**src/rtl/pipe_hazard_ctrl_if.sv**
```systemverilog
`default_nettype none
// ============================================================================
// Module   : pipe_hazard_ctrl_if
// Brief    : ID-stage decode fields in, pipeline stall/flush/forward controls out
// Revision : 1.0
// ============================================================================
interface pipe_hazard_ctrl_if #(
  parameter int CNT_W = 16
);
  logic             id_valid;
  logic [4:0]       id_rs1;
  logic [4:0]       id_rs2;
  logic [4:0]       id_rd;
  logic             id_reg_we;
  logic             id_mem_rd;
  logic             br_taken;
  logic             stall;
  logic             bubble_ex;
  logic             flush_if_id;
  logic [1:0]       fwd_a;
  logic [1:0]       fwd_b;
  logic [CNT_W-1:0] stall_cnt;

  modport master (
    output id_valid, id_rs1, id_rs2, id_rd, id_reg_we, id_mem_rd, br_taken,
    input  stall, bubble_ex, flush_if_id, fwd_a, fwd_b, stall_cnt
  );

  modport slave (
    input  id_valid, id_rs1, id_rs2, id_rd, id_reg_we, id_mem_rd, br_taken,
    output stall, bubble_ex, flush_if_id, fwd_a, fwd_b, stall_cnt
  );
endinterface
`default_nettype wire

```
**src/rtl/pipe_hazard_ctrl.sv**
```systemverilog
`default_nettype none
// ============================================================================
// Module   : pipe_hazard_ctrl
// Brief    : Load-use stall, branch flush and operand forwarding for a 5-stage pipe
// Revision : 1.0
// ============================================================================
module pipe_hazard_ctrl #(
  parameter int LOAD_USE_STALL = 1,
  parameter int CNT_W          = 16
) (
  input  wire logic        clk,
  input  wire logic        rst,
  pipe_hazard_ctrl_if.slave bus
);

  localparam logic [1:0] C_STALL_RELOAD = 2'(LOAD_USE_STALL - 1);
  localparam bit         C_MULTI_STALL  = (LOAD_USE_STALL > 1);
  localparam logic [1:0] C_FWD_RF       = 2'b00;
  localparam logic [1:0] C_FWD_EX       = 2'b01;
  localparam logic [1:0] C_FWD_MEM      = 2'b10;
  localparam logic [1:0] C_FWD_WB       = 2'b11;

  typedef enum logic [0:0] {
    S_RUN   = 1'b0,
    S_STALL = 1'b1
  } state_t;

  state_t           state_q, state_d;
  logic [1:0]       cnt_q, cnt_d;
  logic [CNT_W-1:0] stall_cnt_q, stall_cnt_d;

  // Load flag is only needed in EX: by MEM the loaded value is forwardable.
  logic             ex_v_q, ex_v_d;
  logic [4:0]       ex_rd_q, ex_rd_d;
  logic             ex_we_q, ex_we_d;
  logic             ex_ld_q, ex_ld_d;
  logic             mem_v_q, mem_v_d;
  logic [4:0]       mem_rd_q, mem_rd_d;
  logic             mem_we_q, mem_we_d;
  logic             wb_v_q, wb_v_d;
  logic [4:0]       wb_rd_q, wb_rd_d;
  logic             wb_we_q, wb_we_d;

  logic             w_br;
  logic             w_ex_m1, w_ex_m2;
  logic             w_mem_m1, w_mem_m2;
  logic             w_wb_m1, w_wb_m2;
  logic             w_hazard;
  logic             w_stall;
  logic             w_bubble;
  logic             w_flush;
  logic [1:0]       w_fwd_a;
  logic [1:0]       w_fwd_b;

  function automatic logic f_match(input logic v, input logic we,
                                   input logic [4:0] rd, input logic [4:0] rs);
    return v && we && (rd == rs) && (rs != 5'd0);
  endfunction

  // An EX match on a load blocks older stages too: the load's value is the newest.
  function automatic logic [1:0] f_fwd_sel(input logic valid, input logic ex_m,
                                           input logic ex_ld, input logic mem_m,
                                           input logic wb_m);
    logic [1:0] sel;
    sel = C_FWD_RF;
    if (!valid)        sel = C_FWD_RF;
    else if (ex_m)     sel = ex_ld ? C_FWD_RF : C_FWD_EX;
    else if (mem_m)    sel = C_FWD_MEM;
    else if (wb_m)     sel = C_FWD_WB;
    return sel;
  endfunction

  always_comb begin
    w_ex_m1  = f_match(ex_v_q,  ex_we_q,  ex_rd_q,  bus.id_rs1);
    w_ex_m2  = f_match(ex_v_q,  ex_we_q,  ex_rd_q,  bus.id_rs2);
    w_mem_m1 = f_match(mem_v_q, mem_we_q, mem_rd_q, bus.id_rs1);
    w_mem_m2 = f_match(mem_v_q, mem_we_q, mem_rd_q, bus.id_rs2);
    w_wb_m1  = f_match(wb_v_q,  wb_we_q,  wb_rd_q,  bus.id_rs1);
    w_wb_m2  = f_match(wb_v_q,  wb_we_q,  wb_rd_q,  bus.id_rs2);
    w_hazard = bus.id_valid && ex_ld_q && (w_ex_m1 || w_ex_m2);
    w_fwd_a  = f_fwd_sel(bus.id_valid, w_ex_m1, ex_ld_q, w_mem_m1, w_wb_m1);
    w_fwd_b  = f_fwd_sel(bus.id_valid, w_ex_m2, ex_ld_q, w_mem_m2, w_wb_m2);
  end

  // br_taken is masked during reset so every control output is quiet while rst=1.
  always_comb begin
    w_br     = bus.br_taken && !rst;
    state_d  = state_q;
    cnt_d    = cnt_q;
    w_stall  = 1'b0;
    w_bubble = 1'b0;
    w_flush  = 1'b0;
    if (w_br) begin
      w_flush  = 1'b1;
      w_bubble = 1'b1;
      state_d  = S_RUN;
      cnt_d    = 2'd0;
    end else if (state_q == S_STALL) begin
      w_stall  = 1'b1;
      w_bubble = 1'b1;
      cnt_d    = cnt_q - 2'd1;
      if (cnt_q == 2'd1) begin
        state_d = S_RUN;
      end
    end else if (w_hazard) begin
      w_stall  = 1'b1;
      w_bubble = 1'b1;
      if (C_MULTI_STALL) begin
        state_d = S_STALL;
        cnt_d   = C_STALL_RELOAD;
      end
    end
  end

  always_comb begin
    ex_v_d   = bus.id_valid && !w_bubble;
    ex_rd_d  = bus.id_rd;
    ex_we_d  = bus.id_reg_we;
    ex_ld_d  = bus.id_mem_rd;
    mem_v_d  = ex_v_q;
    mem_rd_d = ex_rd_q;
    mem_we_d = ex_we_q;
    wb_v_d   = mem_v_q;
    wb_rd_d  = mem_rd_q;
    wb_we_d  = mem_we_q;
    stall_cnt_d = stall_cnt_q;
    if (w_stall && (stall_cnt_q != {CNT_W{1'b1}})) begin
      stall_cnt_d = stall_cnt_q + CNT_W'(1);
    end
  end

  always_ff @(posedge clk or posedge rst) begin
    if (rst) begin
      state_q     <= S_RUN;
      cnt_q       <= 2'd0;
      stall_cnt_q <= '0;
      ex_v_q      <= 1'b0;
      ex_rd_q     <= 5'd0;
      ex_we_q     <= 1'b0;
      ex_ld_q     <= 1'b0;
      mem_v_q     <= 1'b0;
      mem_rd_q    <= 5'd0;
      mem_we_q    <= 1'b0;
      wb_v_q      <= 1'b0;
      wb_rd_q     <= 5'd0;
      wb_we_q     <= 1'b0;
    end else begin
      state_q     <= state_d;
      cnt_q       <= cnt_d;
      stall_cnt_q <= stall_cnt_d;
      ex_v_q      <= ex_v_d;
      ex_rd_q     <= ex_rd_d;
      ex_we_q     <= ex_we_d;
      ex_ld_q     <= ex_ld_d;
      mem_v_q     <= mem_v_d;
      mem_rd_q    <= mem_rd_d;
      mem_we_q    <= mem_we_d;
      wb_v_q      <= wb_v_d;
      wb_rd_q     <= wb_rd_d;
      wb_we_q     <= wb_we_d;
    end
  end

  assign bus.stall       = w_stall;
  assign bus.bubble_ex   = w_bubble;
  assign bus.flush_if_id = w_flush;
  assign bus.fwd_a       = w_fwd_a;
  assign bus.fwd_b       = w_fwd_b;
  assign bus.stall_cnt   = stall_cnt_q;

endmodule
`default_nettype wire

```
**src/flat_wrapper.sv**
```systemverilog
// flat-port wrapper written by rule: the top's interface ports become plain ports
module pipe_hazard_ctrl_flat 
#(
  parameter int LOAD_USE_STALL = 1,
  parameter int CNT_W          = 16
)
  (clk, rst, bus_id_valid, bus_id_rs1, bus_id_rs2, bus_id_rd, bus_id_reg_we, bus_id_mem_rd, bus_br_taken, bus_stall, bus_bubble_ex, bus_flush_if_id, bus_fwd_a, bus_fwd_b, bus_stall_cnt);
  pipe_hazard_ctrl_if #(.CNT_W(CNT_W)) bus_i ();
  input  wire logic clk;
  input  wire logic rst;
  input wire logic [$bits(bus_i.id_valid)-1:0] bus_id_valid;
  input wire logic [$bits(bus_i.id_rs1)-1:0] bus_id_rs1;
  input wire logic [$bits(bus_i.id_rs2)-1:0] bus_id_rs2;
  input wire logic [$bits(bus_i.id_rd)-1:0] bus_id_rd;
  input wire logic [$bits(bus_i.id_reg_we)-1:0] bus_id_reg_we;
  input wire logic [$bits(bus_i.id_mem_rd)-1:0] bus_id_mem_rd;
  input wire logic [$bits(bus_i.br_taken)-1:0] bus_br_taken;
  output wire logic [$bits(bus_i.stall)-1:0] bus_stall;
  output wire logic [$bits(bus_i.bubble_ex)-1:0] bus_bubble_ex;
  output wire logic [$bits(bus_i.flush_if_id)-1:0] bus_flush_if_id;
  output wire logic [$bits(bus_i.fwd_a)-1:0] bus_fwd_a;
  output wire logic [$bits(bus_i.fwd_b)-1:0] bus_fwd_b;
  output wire logic [$bits(bus_i.stall_cnt)-1:0] bus_stall_cnt;
  assign bus_i.id_valid = bus_id_valid;
  assign bus_i.id_rs1 = bus_id_rs1;
  assign bus_i.id_rs2 = bus_id_rs2;
  assign bus_i.id_rd = bus_id_rd;
  assign bus_i.id_reg_we = bus_id_reg_we;
  assign bus_i.id_mem_rd = bus_id_mem_rd;
  assign bus_i.br_taken = bus_br_taken;
  assign bus_stall = bus_i.stall;
  assign bus_bubble_ex = bus_i.bubble_ex;
  assign bus_flush_if_id = bus_i.flush_if_id;
  assign bus_fwd_a = bus_i.fwd_a;
  assign bus_fwd_b = bus_i.fwd_b;
  assign bus_stall_cnt = bus_i.stall_cnt;
  pipe_hazard_ctrl #(.LOAD_USE_STALL(LOAD_USE_STALL), .CNT_W(CNT_W)) u_core (.clk(clk), .rst(rst), .bus(bus_i));
endmodule
```
**config.mk**
```make
export PLATFORM = sky130hd
export DESIGN_NAME = pipe_hazard_ctrl_flat
export DESIGN_NICKNAME = d
export VERILOG_FILES = /design/src/rtl/pipe_hazard_ctrl_if.sv /design/src/rtl/pipe_hazard_ctrl.sv /design/src/flat_wrapper.sv
export SDC_FILE = /design/constraint.sdc
export NUM_CORES = 1
export LEC_CHECK = 0
export ABC_AREA = 1
export BUFFER_PORTS_ARGS = -buffer_cell sky130_fd_sc_hd__buf_2
export CELL_PAD_IN_SITES_DETAIL_PLACEMENT = 1
export CELL_PAD_IN_SITES_GLOBAL_PLACEMENT = 1
export CORE_ASPECT_RATIO = 0.6
export CORE_UTILIZATION = 40
export DETAILED_ROUTE_END_ITERATION = 10
export PLACE_DENSITY_LB_ADDON = 0.1
export SYNTH_ARGS = -nofsm -noshare
export SYNTH_HDL_FRONTEND = slang
export SYNTH_SLANG_ARGS = --single-unit
```
**constraint.sdc**
```tcl
create_clock -name clk -period 2.2 [get_ports clk]
set_input_delay 0 -clock clk [delete_from_list [all_inputs] [get_ports clk]]
set_output_delay 0 -clock clk [all_outputs]
set_load 0.03 [all_outputs]
```
## After elaboration in Yosys (flattened, before gate mapping)

Index checks and enable logic that the tools add are counted.

- Mux-type cells: 19
- Reduce and logical (&&, ||, !) cells: 26
- $add $sub $neg: 2
- Equality and inequality tests: 8

Operators by type and width:

| operator | count |
|---|---|
| $eq 5x5->1 | 6 |
| $logic_and 1x1->1 | 20 |
| $mux 2 | 10 |
| $add 16x1->16 const B | 1 |
| $ne 16x16->1 const B | 1 |
| $reduce_bool 5->1 | 2 |
| $mux 1 | 9 |
| $eq 2x1->1 const B | 1 |
| $logic_not 1->1 | 2 |
| $reduce_bool 2->1 | 1 |
| $sub 2x1->2 const B | 1 |
| $logic_or 1x1->1 | 1 |

- Output and inout port bits: 23
- Flip-flop bits (word level): 41
- Word-level logic and storage cells: 68
- Input bits: 21

## Depth between registers and ports, before layout

Gate-level depths: netlist of the first run.

- Word-level depth: 10
- Depth in mapped cells: 14
- Mapped depth without buffers: 13

## Worst setup path after synthesis of the first run

No wires, ideal clock.

- Path kind: reg2reg
- Start: register u_core.stall_cnt_q[0] (netlist: u_core.bus.stall_cnt[0])
- End: register u_core.stall_cnt_q[10] (netlist: u_core.bus.stall_cnt[10])
- Slack: 0.402 ns
- Data arrival time: 1.680 ns
- Setup time: 0.118 ns
- Data required time: 2.082 ns
- Cell stages (with the launch flop): 11
- Path through: dfrtp_1 ha_1 nand3_1 nor2_1 and2_1 nand3_2 clkinv_1 nor2_1 nand3_2 nand2_1 nand2_1

- Word-level cells in the longest chain between the ends: 2
- Elaborated cells between the ends (all ways): 3
- Those cells by class: add/sub (1); eq/ne (1); reduce/logical (1)

Ends and longest elaborated chain:

| item | RTL line | RTL |
|---|---|---|
| from (decl) | pipe_hazard_ctrl.sv:30 | `logic [CNT_W-1:0] stall_cnt_q, stall_cnt_d;` |
| from (signal assigned) | pipe_hazard_ctrl.sv:150 | `stall_cnt_q <= stall_cnt_d;` |
| parallel branches: the longest is 2 deep, another holds $add 16x1->16 | - |  |

Several ways; the timed one is not identified.
A chain may end at the register's enable or synchronous reset.

## Final worst setup path of the first run

- Start: register u_core.stall_cnt_q[0] (netlist: u_core.bus.stall_cnt[0])
- End: register u_core.stall_cnt_q[3] (netlist: u_core.bus.stall_cnt[3])

Same word-level chain as after synthesis.

==> Flow_metrics.wiki, run 1 <==
{| class="wikitable"
! Metric !! Value
|-
| Maximum number of pins on one net before global-route repair || 28
|-
| Transition time of the tightest slew-check pin || 0.549 ns
|-
| Worst skew pair latency || 0.29 ns
|-
| Synth Area per Inst || approximately 7.4 µm²
|-
| Vias in the first global route || 2,162
|-
| Most used flip-flop cell after synthesis || dfrtp_1
|-
| Y dimension of the die || 61.4 µm
|-
| Number of nets produced by synthesis || ~340
|-
| IO Port Bufs || 43
|-
| VDD IR-drop max || 0.000350 V
|-
| Reg clk slew, reported paths || 0.08 ns
|-
| Pre-Repair DR Iteration Count || 4
|-
| Maximum level of the CTS H-tree || 2
|-
| Critical Path Slowest Stage Cell || dfrtp_1
|-
| Number of standard cells after synthesis || approximately 320
|-
| Crit path setup slack, layout || 0.306 ns
|-
| M1 GR Usage || a little under two fifths
|-
| Number of fillers in the final layout || ~740
|-
| Kind of critical path || flip-flop to flip-flop
|-
| Area of the die || 6200 µm²
|-
| Non-filler instance count after layout || between 400 and 500
|-
| Total number of clock tree sinks || 41
|-
| Number of warnings reported in the yosys synthesis log || 0
|-
| Post-DR wirelength/cell || about 15 µm
|-
| Signed area change from the synthesized netlist to the final layout || 21.8%
|-
| Maximum frequency from static timing analysis || between 500 and 600 MHz
|-
| Placed Instances || 440
|-
| Horizontal extent of the die || ~100 µm
|-
| Startpoint class of the critical path || flip-flop
|-
| Worst Clk Skew || 0.00631 ns
|-
| Power density cells || 539 nW/µm²
|-
| Initial Utilization || 41.8%
|-
| GRT met3 Usage || 6.58%
|-
| Worst path max stage delay || about 0.44 ns
|-
| Placed wire-length estimate || 5310 µm
|-
| Sequential element share of the synthesized area || a little over two fifths
|-
| Period utilization || between 80 and 90%
|-
| Cell area after technology mapping || 2350 µm²
|-
| Antenna cell count || 0
|-
| Post-layout net count || roughly 400
|-
| Most utilized layer in the global route result || met1
|-
| Final setup violation count || 0
|-
| Area occupied by multi-input gates || 1110 µm²
|-
| Maximum fanout along the worst path || 10
|-
| Sequential Area || 1030 µm²
|-
| Commonest cells after routing, fill and taps aside || nand2_1, inv_1, buf_2
|-
| Final max-slew violation count || 0
|-
| Number of top-level pins || 44
|-
| Root Driver || clkbuf_8
|-
| Share of cells above drive strength 1 || 18.3%
|-
| Placement row count || 21
|-
| DRC marker count from the first detailed-route iteration || 100
|-
| Netlist cell types || 29
|-
| Register bit total from synthesis || 41
|-
| CTS tree || built
|-
| All-Layer GR Usage || 24.2%
|-
| GR met2 Demand/Resource || 33.3%
|-
| Cell chain of the critical path || ha_1, nand3_1, nor2_1, and2_1, nand3_2, clkinv_1, nor2_1, nand3_1, nand2_1, nand2_1
|-
| Post-synthesis async set-or-reset flop share || 100%
|-
| Pleak || between 0.0015 and 0.002 µW
|-
| Initial antenna violation count || 0
|-
| Number of remaining DRC errors || 0
|-
| Most common cell after layout, fill and taps aside || nand2_1
|-
| Crit end category || flip-flop
|-
| Setup repair after global routing missed its margin || no
|-
| Setup Slack @ Placement || ~0.34 ns
|-
| First-pass GRT wire length || 11,000 µm
|-
| Number of enable flip-flop cells after synthesis || 0
|-
| Clock buffer count from CTS || 5
|-
| Maximum buffer depth of the clock tree || 2
|-
| Outcome || finished, final reports clean
|-
| Minimum period implied by the final worst setup slack || 1.89 ns
|-
| Standard cell core area || approximately 5600 µm²
|-
| Endpoints failing hold || 0
|-
| Total via count in the routed design || 2,264
|-
| Routability-driven placement congestion ratio || about 0.8
|-
| Antenna Violating Nets Remaining || 0
|-
| Worst EP required || 2.39 ns
|-
| DRT Wirelength || 6850 µm
|-
| Relative slew slack || about 63%
|-
| Avg Vias per Cell || 4.95
|-
| Max-cap violation count || 0
|-
| Post-route setup TNS || 0 ns
|-
| Worst EP arrival || 2.08 ns
|-
| Path category of the worst min-delay check || primary input to async pin
|-
| Total global routing overflow || 0
|}
-- layout make-up --
type	instances	area share, %
Timing Repair Buffer	55	11.9
Tap cell	80	3.49
Clock buffer	7	3.36
Clock inverter	1	0.175
Sequential cell	41	35.8
Inverter	49	6.42
Multi-Input combinational cell	224	38.8
-- through the flow --
stage	instance area (µm²)	util (%)	power [µW]	hold slack, ns
finish	2860	50.9	1540	0.232
global route	2860	50.9	1620	0.278
CTS	2860	50.8	1560	0.225
detailed placement	2670	47.4	987	0.0149
global placement	2670	47.4	982	0.0116
floorplan	2350	-	916	0.0314
-- power by group --
part	switching (µW)	internal (µW)
Combinational	117	68.1
Sequential	26.1	777
Clock	272	284
Total	415	1130
-- registers in the layout (all words and copies together), names as in the netlist --
signal / cells
u_core.bus.stall_cnt: 16
u_core.ex_rd_q: 5
u_core.mem_rd_q: 5
u_core.wb_rd_q: 5
u_core.cnt_q: 2
u_core.ex_ld_q: 1
u_core.ex_v_q: 1
u_core.ex_we_q: 1
u_core.mem_v_q: 1
u_core.mem_we_q: 1
u_core.state_q: 1
u_core.wb_v_q: 1
u_core.wb_we_q: 1
-- path summary, 6_finish.rpt --
| kind | endpoint | from | cells after the start | slack, ns |
|---|---|---|---|---|
| min in group clk | u_core.cnt_q[1]$_DFFE_PP0P_ | bus_br_taken | 6 | 0.23 |
| min reg2reg | u_core.mem_v_q$_DFF_PP0_ | u_core.ex_v_q$_DFF_PP0_ | 0 | 0.38 |
| max | u_core.bus.stall_cnt[3]$_DFFE_PP0P_ | u_core.bus.stall_cnt[0]$_DFFE_PP0P_ | 10 | 0.31 |
| max in group asynchronous | u_core.bus.stall_cnt[2]$_DFFE_PP0P_ | rst | 4 | 1.25 |
| min | u_core.ex_ld_q$_DFF_PP0_ | rst | 3 | 0.23 |
| max reg2reg | u_core.bus.stall_cnt[3]$_DFFE_PP0P_ | u_core.bus.stall_cnt[0]$_DFFE_PP0P_ | 10 | 0.31 |
-- worst max-delay path: cells and delay by family (launching register included) --
kind	cells	cell delay [ns]
and+or+nand+nor	8	0.93
DFF	1	0.44
adders and majority gates	1	0.25
buffers and inverters	1	0.16
-- repair_timing --
item                                   CTS  global route
endpoints found under the hold margin   22             0
hold buffers                             9             0
resized for setup                        0             1
setup endpoints to repair                0             1
buffers inserted                         0             0
-- cells by family after synthesis --
| logic type | after synthesis | share of synthesized area, % |
|---|---|---|
| AND/OR/NAND/NOR | 195 | 37.7 |
| buffers and inverters | 54 | 9.36 |
| flip-flops | 41 | 43.6 |
| XOR/XNOR | 14 | 5.21 |
| AO/OA/AOI/OAI | 13 | 3.09 |
| adder cells (fa/ha/maj) | 2 | 1.06 |
-- synth_stat cells (2+ instances only) --
cell	count	share of area, %
xnor2_1	9	3.4
inv_1	47	7.5
nor2_2	2	0.53
nand2_2	2	0.53
nand2_1	104	17
dfrtp_1	41	44
nor2_1	30	4.8
buf_6	2	0.96
ha_1	2	1.1
a21oi_1	8	1.7
o21ai_0	2	0.43
nand2_4	2	0.96
nand3_1	22	4.7
nand3_2	5	2.1
buf_2	2	0.43
nand4_1	20	5.3
nor3_1	3	0.64
xor2_1	5	1.9
-- routing by layer --
metal / routed length (µm) / part of all wire (%) / vias up
li1: - / - / 1121
met1: 3750 / 55 / 1086
met2: 2630 / 38 / 52
met3: 432 / 6.3 / 5
met4: 40 / 0.58 / 0
met5: 0 / 0 / -
Note: power is estimated with default switching activity, not from simulation.
==> run 2, diff against run 1 <==
--- a/config.mk
+++ b/config.mk
@@ -10,7 +10,7 @@
 export CELL_PAD_IN_SITES_DETAIL_PLACEMENT = 1
 export CELL_PAD_IN_SITES_GLOBAL_PLACEMENT = 1
 export CORE_ASPECT_RATIO = 0.6
-export CORE_UTILIZATION = 40
+export CORE_UTILIZATION = 36
 export DETAILED_ROUTE_END_ITERATION = 10
 export PLACE_DENSITY_LB_ADDON = 0.1
 export SYNTH_ARGS = -nofsm -noshare
==> constraint.sdc (replaced) <==
create_clock -name clk -period 1.66 [get_ports clk]
set_input_delay 0 -clock clk [delete_from_list [all_inputs] [get_ports clk]]
set_output_delay 0 -clock clk [all_outputs]
set_load 0.03 [all_outputs]
==> run 2 against run 1 <==
  * The run now ends with setup timing left
  * Die area is 11% higher
  * First-iteration DRC count is 10% lower
  * Final cell count is 7.7% higher
  * Routed wire length is 13% higher
  * Sequential cell count stayed put
  * Register-to-register slack worse by 0.31 ns
  * Critical endpoint is now bus_fwd_a[1]
==> Flow_metrics.wiki, run 2 (synthesized netlist as in run 1, its figures left out) <==
{| class="wikitable"
! Metric !! Value
|-
| Outcome || finished with violations
|-
| Violated checks || setup timing
|-
| VDD IR-drop max || 0.000376 V
|-
| Worst EP required || 1.66 ns
|-
| Startpoint class of the critical path || flip-flop
|-
| Pleak || between 0.0015 and 0.002 µW
|-
| Initial Utilization || between 30% and 40%
|-
| Power spent charging and discharging nets || 600 µW
|-
| Final setup violation count || 5
|-
| Maximum level of the CTS H-tree || 2
|-
| Setup Slack @ Placement || -0.0828 ns
|-
| Path category of the worst min-delay check || primary input to async pin
|-
| IO Port Bufs || 43
|-
| Max-cap violation count || 0
|-
| Total global routing overflow || 0
|-
| Avg Vias per Cell || 4.92
|-
| Combinational share of power || between 10% and 20%
|-
| Y dimension of the die || 64.6 µm
|-
| First-pass GRT wire length || 12,400 µm
|-
| Worst path max stage delay || 0.44 ns
|-
| Crit end category || output pin
|-
| Endpoints failing hold || 0
|-
| Maximum fanout along the worst path || 4
|-
| Relative contribution of the clock network to total power || about two fifths
|-
| Placed wire-length estimate || approximately 5700 µm
|-
| Worst EP arrival || 1.72 ns
|-
| Cell chain of the critical path || inv_1, nor2_1, nor4_1, buf_4, a21oi_1, nor2_1, buf_4
|-
| Share of cells above drive strength 1 || 40.4%
|-
| Routability-driven placement congestion ratio || 0.793
|-
| Initial antenna violation count || 0
|-
| Switching share of total power || 26.7%
|-
| Number of remaining DRC errors || 0
|-
| Period utilization || 104%
|-
| Setup repair after global routing missed its margin || yes
|-
| Vias in the first global route || ~2,400
|-
| Post-layout net count || 430
|-
| Total number of clock tree sinks || 41
|-
| Sequential Power Share || 47.3%
|-
| Max FFs per register || 16
|-
| Placement row count || 22
|-
| Signed area change from the synthesized netlist to the final layout || 46.4%
|-
| Final max-slew violation count || 0
|-
| Transition time of the tightest slew-check pin || 0.761 ns
|-
| All-Layer GR Usage || a little under a quarter
|-
| Pre-Repair DR Iteration Count || 4
|-
| Cell-internal power || 1650 µW
|-
| Worst Clk Skew || 0.00518 ns
|-
| Antenna Violating Nets Remaining || 0
|-
| Maximum frequency from static timing analysis || 580 MHz
|-
| Maximum buffer depth of the clock tree || 2
|-
| Critical Path Slowest Stage Cell || dfrtp_1
|-
| Horizontal extent of the die || 106 µm
|-
| CTS tree || built
|-
| Standard cell core area || roughly 6200 µm²
|-
| Area of the die || 6870 µm²
|-
| DRT Wirelength || 7760 µm
|-
| Clock buffer count from CTS || 5
|-
| Power density cells || roughly 650 nW/µm²
|-
| Tot Pwr || 2250 µW
|-
| Root Driver || clkbuf_8
|-
| Relative slew slack || 48.9%
|-
| Most common cell after layout, fill and taps aside || nand2_1
|-
| Reg clk slew, reported paths || about 0.080 ns
|-
| Worst skew pair latency || 0.30 ns
|-
| Crit path setup slack, layout || -0.0627 ns
|-
| Maximum number of pins on one net before global-route repair || 22
|-
| Antenna cell count || 0
|-
| Post-DR wirelength/cell || 15.8 µm
|-
| Kind of critical path || flip-flop to output pin
|-
| Commonest cells after routing, fill and taps aside || nand2_1, inv_1, buf_2
|-
| DRC marker count from the first detailed-route iteration || 90
|-
| Total via count in the routed design || ~2,400
|-
| Minimum period implied by the final worst setup slack || 1.72 ns
|-
| Number of top-level pins || 44
|}
==> run 2: worst paths after layout <==
path                                                    from                                   to  slack [ns]  depth (start not counted)
worst max-delay path            u_core.mem_rd_q[0]$_DFF_PP0_                         bus_fwd_a[1]       -0.06                          7
worst min-delay path                                     rst             u_core.state_q$_DFF_PP0_        0.32                          3
worst max register to register   u_core.ex_rd_q[1]$_DFF_PP0_  u_core.bus.stall_cnt[5]$_DFFE_PP0P_           0                         11
worst min register to register     u_core.mem_we_q$_DFF_PP0_             u_core.wb_we_q$_DFF_PP0_        0.38                          0
max in group asynchronous                                rst          u_core.ex_rd_q[1]$_DFF_PP0_        0.75                          4
min in group clk                                bus_id_rd[0]          u_core.ex_rd_q[0]$_DFF_PP0_        0.35                          2
==> run 2: power groups by stage <==
| stage | combinational, µW | clock (µW) | sequential, µW |
|---|---|---|---|
| after CTS | 267 | 877 | 1060 |
| after global routing | 350 | 915 | 1070 |
| after floorplan | 135 | 0 | 1080 |
| after detailed placement | 242 | 0 | 1080 |
| after global placement | 236 | 0 | 1080 |
| final | 317 | 870 | 1060 |
==> run 2: area by class of cell <==
class / count / area [µm²]
Clock buffer: 7 / 86.3
Clock inverter: 1 / 30.0
Fill cell: 774 / 2780
Inverter: 49 / 190
Multi-Input combinational cell: 224 / 1380
Sequential cell: 41 / 1030
Tap cell: 84 / 105
Timing Repair Buffer: 86 / 617
==> run 2: per-stage QoR <==
| step | setup TNS, ns | hold WS, ns | utilization (%) | cells | area (µm²) |
|---|---|---|---|---|---|
| 2_1_floorplan | 0 | 0.0314 | - | 319 | 2370 |
| 3_3_place_gp | -0.191 | 0.0749 | 45.4 | 463 | 2820 |
| 3_5_place_dp | -0.478 | 0.0872 | 45.4 | 463 | 2820 |
| 4_1_cts | -0.168 | 0.260 | 50.2 | 481 | 3120 |
| 5_1_grt | -1.59 | 0.336 | 55.4 | 492 | 3440 |
| 6_report | -0.131 | 0.315 | 55.4 | 492 | 3440 |
==> run 2: per-layer routing <==
layer | vias to the layer above | share of wire [%] | global-route usage [%]
li1 | 1186 | - | -
met1 | 1180 | 53 | 38.5
met2 | 48 | 41 | 32.6
met3 | 6 | 5.4 | 3.82
met4 | 0 | 0.54 | 3.65
met5 | - | 0 | 0
==> run 2: timing repair <==
item / in CTS / in global routing
hold endpoints to repair: 27 / 0
buffers inserted: 1 / 11
hold buffers: 9 / 0
pin swaps: 6 / 28
resized for setup: 25 / 69
endpoints found under the setup margin: 20 / 24
==> run 2: worst max-delay path: cells and delay by family (launching register included) <==
family                 cells  cell delay [ns]
flip-flops                 1             0.44
AO/OA/AOI/OAI              1             0.08
AND/OR/NAND/NOR            3             0.45
buffers and inverters      3             0.46
==> run 3, diff against run 2 <==
--- a/config.mk
+++ b/config.mk
@@ -13,6 +13,7 @@
 export CORE_UTILIZATION = 36
 export DETAILED_ROUTE_END_ITERATION = 10
 export PLACE_DENSITY_LB_ADDON = 0.1
+export REMOVE_ABC_BUFFERS = 1
 export SYNTH_ARGS = -nofsm -noshare
 export SYNTH_HDL_FRONTEND = slang
 export SYNTH_SLANG_ARGS = --single-unit
==> run 3 against run 2 <==
  * The flow still finishes with violations (setup timing)
  * Sequential power barely moved
  * Final cell count fell by 0.81%
  * Worst hold slack better by 0.019 ns
  * Count of clock-buffer cells in the layout decreased by 1
  * Sequential cell count did not move
  * Global-route usage rose by 0.24 points
  * Maximum frequency down 2.1%
  * Critical path type unchanged
  * Largest cell class unchanged
==> Flow_metrics.wiki, run 3 (synthesized netlist as in run 1, its figures left out) <==
{| class="wikitable"
! Metric !! Value
|-
| Post-DR wirelength/cell || 16.3 µm
|-
| Avg Vias per Cell || 5.00
|-
| VDD IR-drop max || 0.000418 V
|-
| Endpoints failing hold || 0
|-
| Area of the die || 6870 µm²
|-
| Clock buffer count from CTS || 5
|-
| Register-to-register path setup slack || -0.09 ns
|-
| Met3 Routed Length || 379 µm
|-
| Worst Clk Skew || 0.00764 ns
|-
| Violated checks || setup timing
|-
| Initial Utilization || 37.8%
|-
| Total number of clock tree sinks || 41
|-
| Final setup violation count || 22
|-
| Most common cell after layout, fill and taps aside || nand2_1
|-
| Crit path setup slack, layout || -0.0992 ns
|-
| Post-layout net count || ~430
|-
| Maximum frequency from static timing analysis || roughly 570 MHz
|-
| Crit path top cell by count || nand2_1
|-
| Buf/Inv on CP || 1
|-
| Placed Instances || ~460
|-
| Initial antenna violation count || 0
|-
| Cell chain of the critical path || xnor2_2, nand2_1, nor3_1, nand2_1, nand2_2, a21oi_2, buf_6
|-
| Antenna Violating Nets Remaining || 0
|-
| Power density cells || approximately 660 nW/µm²
|-
| Placed wire-length estimate || 5620 µm
|-
| DRT Wirelength || 7940 µm
|-
| Startpoint class of the critical path || flip-flop
|-
| Pleak || approximately 0.0017 µW
|-
| Amount of wire on met2 after detailed routing || 3200 µm
|-
| DRC marker count from the first detailed-route iteration || 65
|-
| Maximum fanout along the worst path || 3
|-
| Setup Slack @ Placement || -0.121 ns
|-
| Maximum level of the CTS H-tree || 2
|-
| CTS tree || built
|-
| Total via count in the routed design || 2,442
|-
| Standard cell core area || 6220 µm²
|-
| Non-filler instance count after layout || roughly 500
|-
| Maximum buffer depth of the clock tree || 2
|-
| Vias in the first global route || approximately 2,400
|-
| Kind of critical path || flip-flop to output pin
|-
| IO Port Bufs || 43
|-
| Crit end category || output pin
|-
| Transition time of the tightest slew-check pin || 0.605 ns
|-
| First-pass GRT wire length || 12,400 µm
|-
| Largest delay contributor family on the critical path || simple AND/OR/NAND/NOR gates
|-
| Worst EP arrival || 1.76 ns
|-
| Reg clk slew, reported paths || 0.09 ns
|-
| Period utilization || 106%
|-
| Total global routing overflow || 0
|-
| Maximum number of pins on one net before global-route repair || 42
|-
| Signed area change from the synthesized netlist to the final layout || 45.5%
|-
| Placement row count || 22
|-
| Setup repair after global routing missed its margin || yes
|-
| Max-cap violation count || 0
|-
| Worst EP required || ~1.7 ns
|-
| Pre-Repair DR Iteration Count || 4
|-
| Minimum period implied by the final worst setup slack || 1.76 ns
|-
| Horizontal extent of the die || roughly 110 µm
|-
| Max FFs per register || 16
|-
| Relative slew slack || 59.6%
|-
| Critical Path Slowest Stage Cell || dfrtp_1
|-
| Root Driver || clkbuf_8
|-
| Y dimension of the die || 64.6 µm
|-
| Commonest cells after routing, fill and taps aside || nand2_1, inv_1, dfrtp_1
|-
| Antenna cell count || 0
|-
| Worst skew pair latency || 0.31 ns
|-
| Share of cells above drive strength 1 || a little over a third
|-
| Post-layout utilization of the core || 55.0%
|-
| Number of remaining DRC errors || 0
|-
| Path category of the worst min-delay check || primary input to flip-flop
|-
| Final max-slew violation count || 0
|-
| All-Layer GR Usage || 24.0%
|-
| Routability-driven placement congestion ratio || 0.888
|-
| Worst path max stage delay || between 0.4 and 0.5 ns
|-
| DRT met1 WL || 4280 µm
|-
| Outcome || finished with violations
|-
| Uppermost layer routed || met4
|-
| Number of top-level pins || 44
|}
-- run 3: cell count changes in the layout (fill, tap and decap cells not counted), moves of 5 or more --
| cell | previous run | this run |
|---|---|---|
| inv_1 | 39 | 45 |
| inv_2 | 7 | 2 |
| nand3_2 | 10 | 15 |
| dfrtp_1 | 36 | 41 |
| nand2_2 | 19 | 14 |
| nor2_1 | 14 | 21 |
| dfrtp_2 | 5 | 0 |
-- run 3: through the flow --
stage	total power, µW	cell area (µm²)	TNS [ns]	hold slack, ns
floorplan	1210	2320	-1.44	0.0314
global placement	1310	2800	-0.0507	0.107
detailed placement	1320	2800	-0.766	0.111
CTS	2240	3160	-0.824	0.289
global route	2340	3420	-3.96	0.324
finish	2260	3420	-0.961	0.335
-- run 3: cell type report --
type | count | area, µm²
fillers | 776 | 2800
multi-input cells | 224 | 1370
flip-flops and latches | 41 | 1030
repair buffers | 82 | 616
inverters | 49 | 185
well taps | 84 | 105
clock buffers | 6 | 82.6
clock inverters | 2 | 37.5
-- run 3: path summary, 6_finish.rpt --
kind | start | to | depth (start not counted)
setup / recovery | u_core.mem_rd_q[4]$_DFF_PP0_ | bus_fwd_b[0] | 7
hold / removal | bus_id_rd[3] | u_core.ex_rd_q[3]$_DFF_PP0_ | 2
setup reg to reg | u_core.ex_rd_q[3]$_DFF_PP0_ | u_core.bus.stall_cnt[7]$_DFFE_PP0P_ | 12
hold reg to reg | u_core.mem_v_q$_DFF_PP0_ | u_core.wb_v_q$_DFF_PP0_ | 0
max in group asynchronous | rst | u_core.wb_rd_q[3]$_DFF_PP0_ | 4
min in group asynchronous | rst | u_core.cnt_q[1]$_DFFE_PP0P_ | 4
-- run 3: power by group --
part           switching (µW)  leakage [µW]  internal, µW
logic                     192       0.00111           118
clock network             403     0.0000574           490
registers                29.9      0.000523          1030
-- run 3: repair_timing --
| action | 4_1_cts | 5_1_grt |
|---|---|---|
| endpoints found under the hold margin | 49 | 0 |
| resized for setup | 31 | 48 |
| pin swaps | 4 | 20 |
| hold buffers | 9 | 0 |
| gates cloned | 0 | 2 |
| setup buffers | 3 | 3 |
| setup endpoints to repair | 22 | 22 |
-- run 3: metal layers --
metal / up-vias / GRT usage [%]
li1: 1177 / -
met1: 1198 / 37.9
met2: 58 / 33.4
met3: 9 / 4.02
met4: 0 / 5.21
met5: - / 0
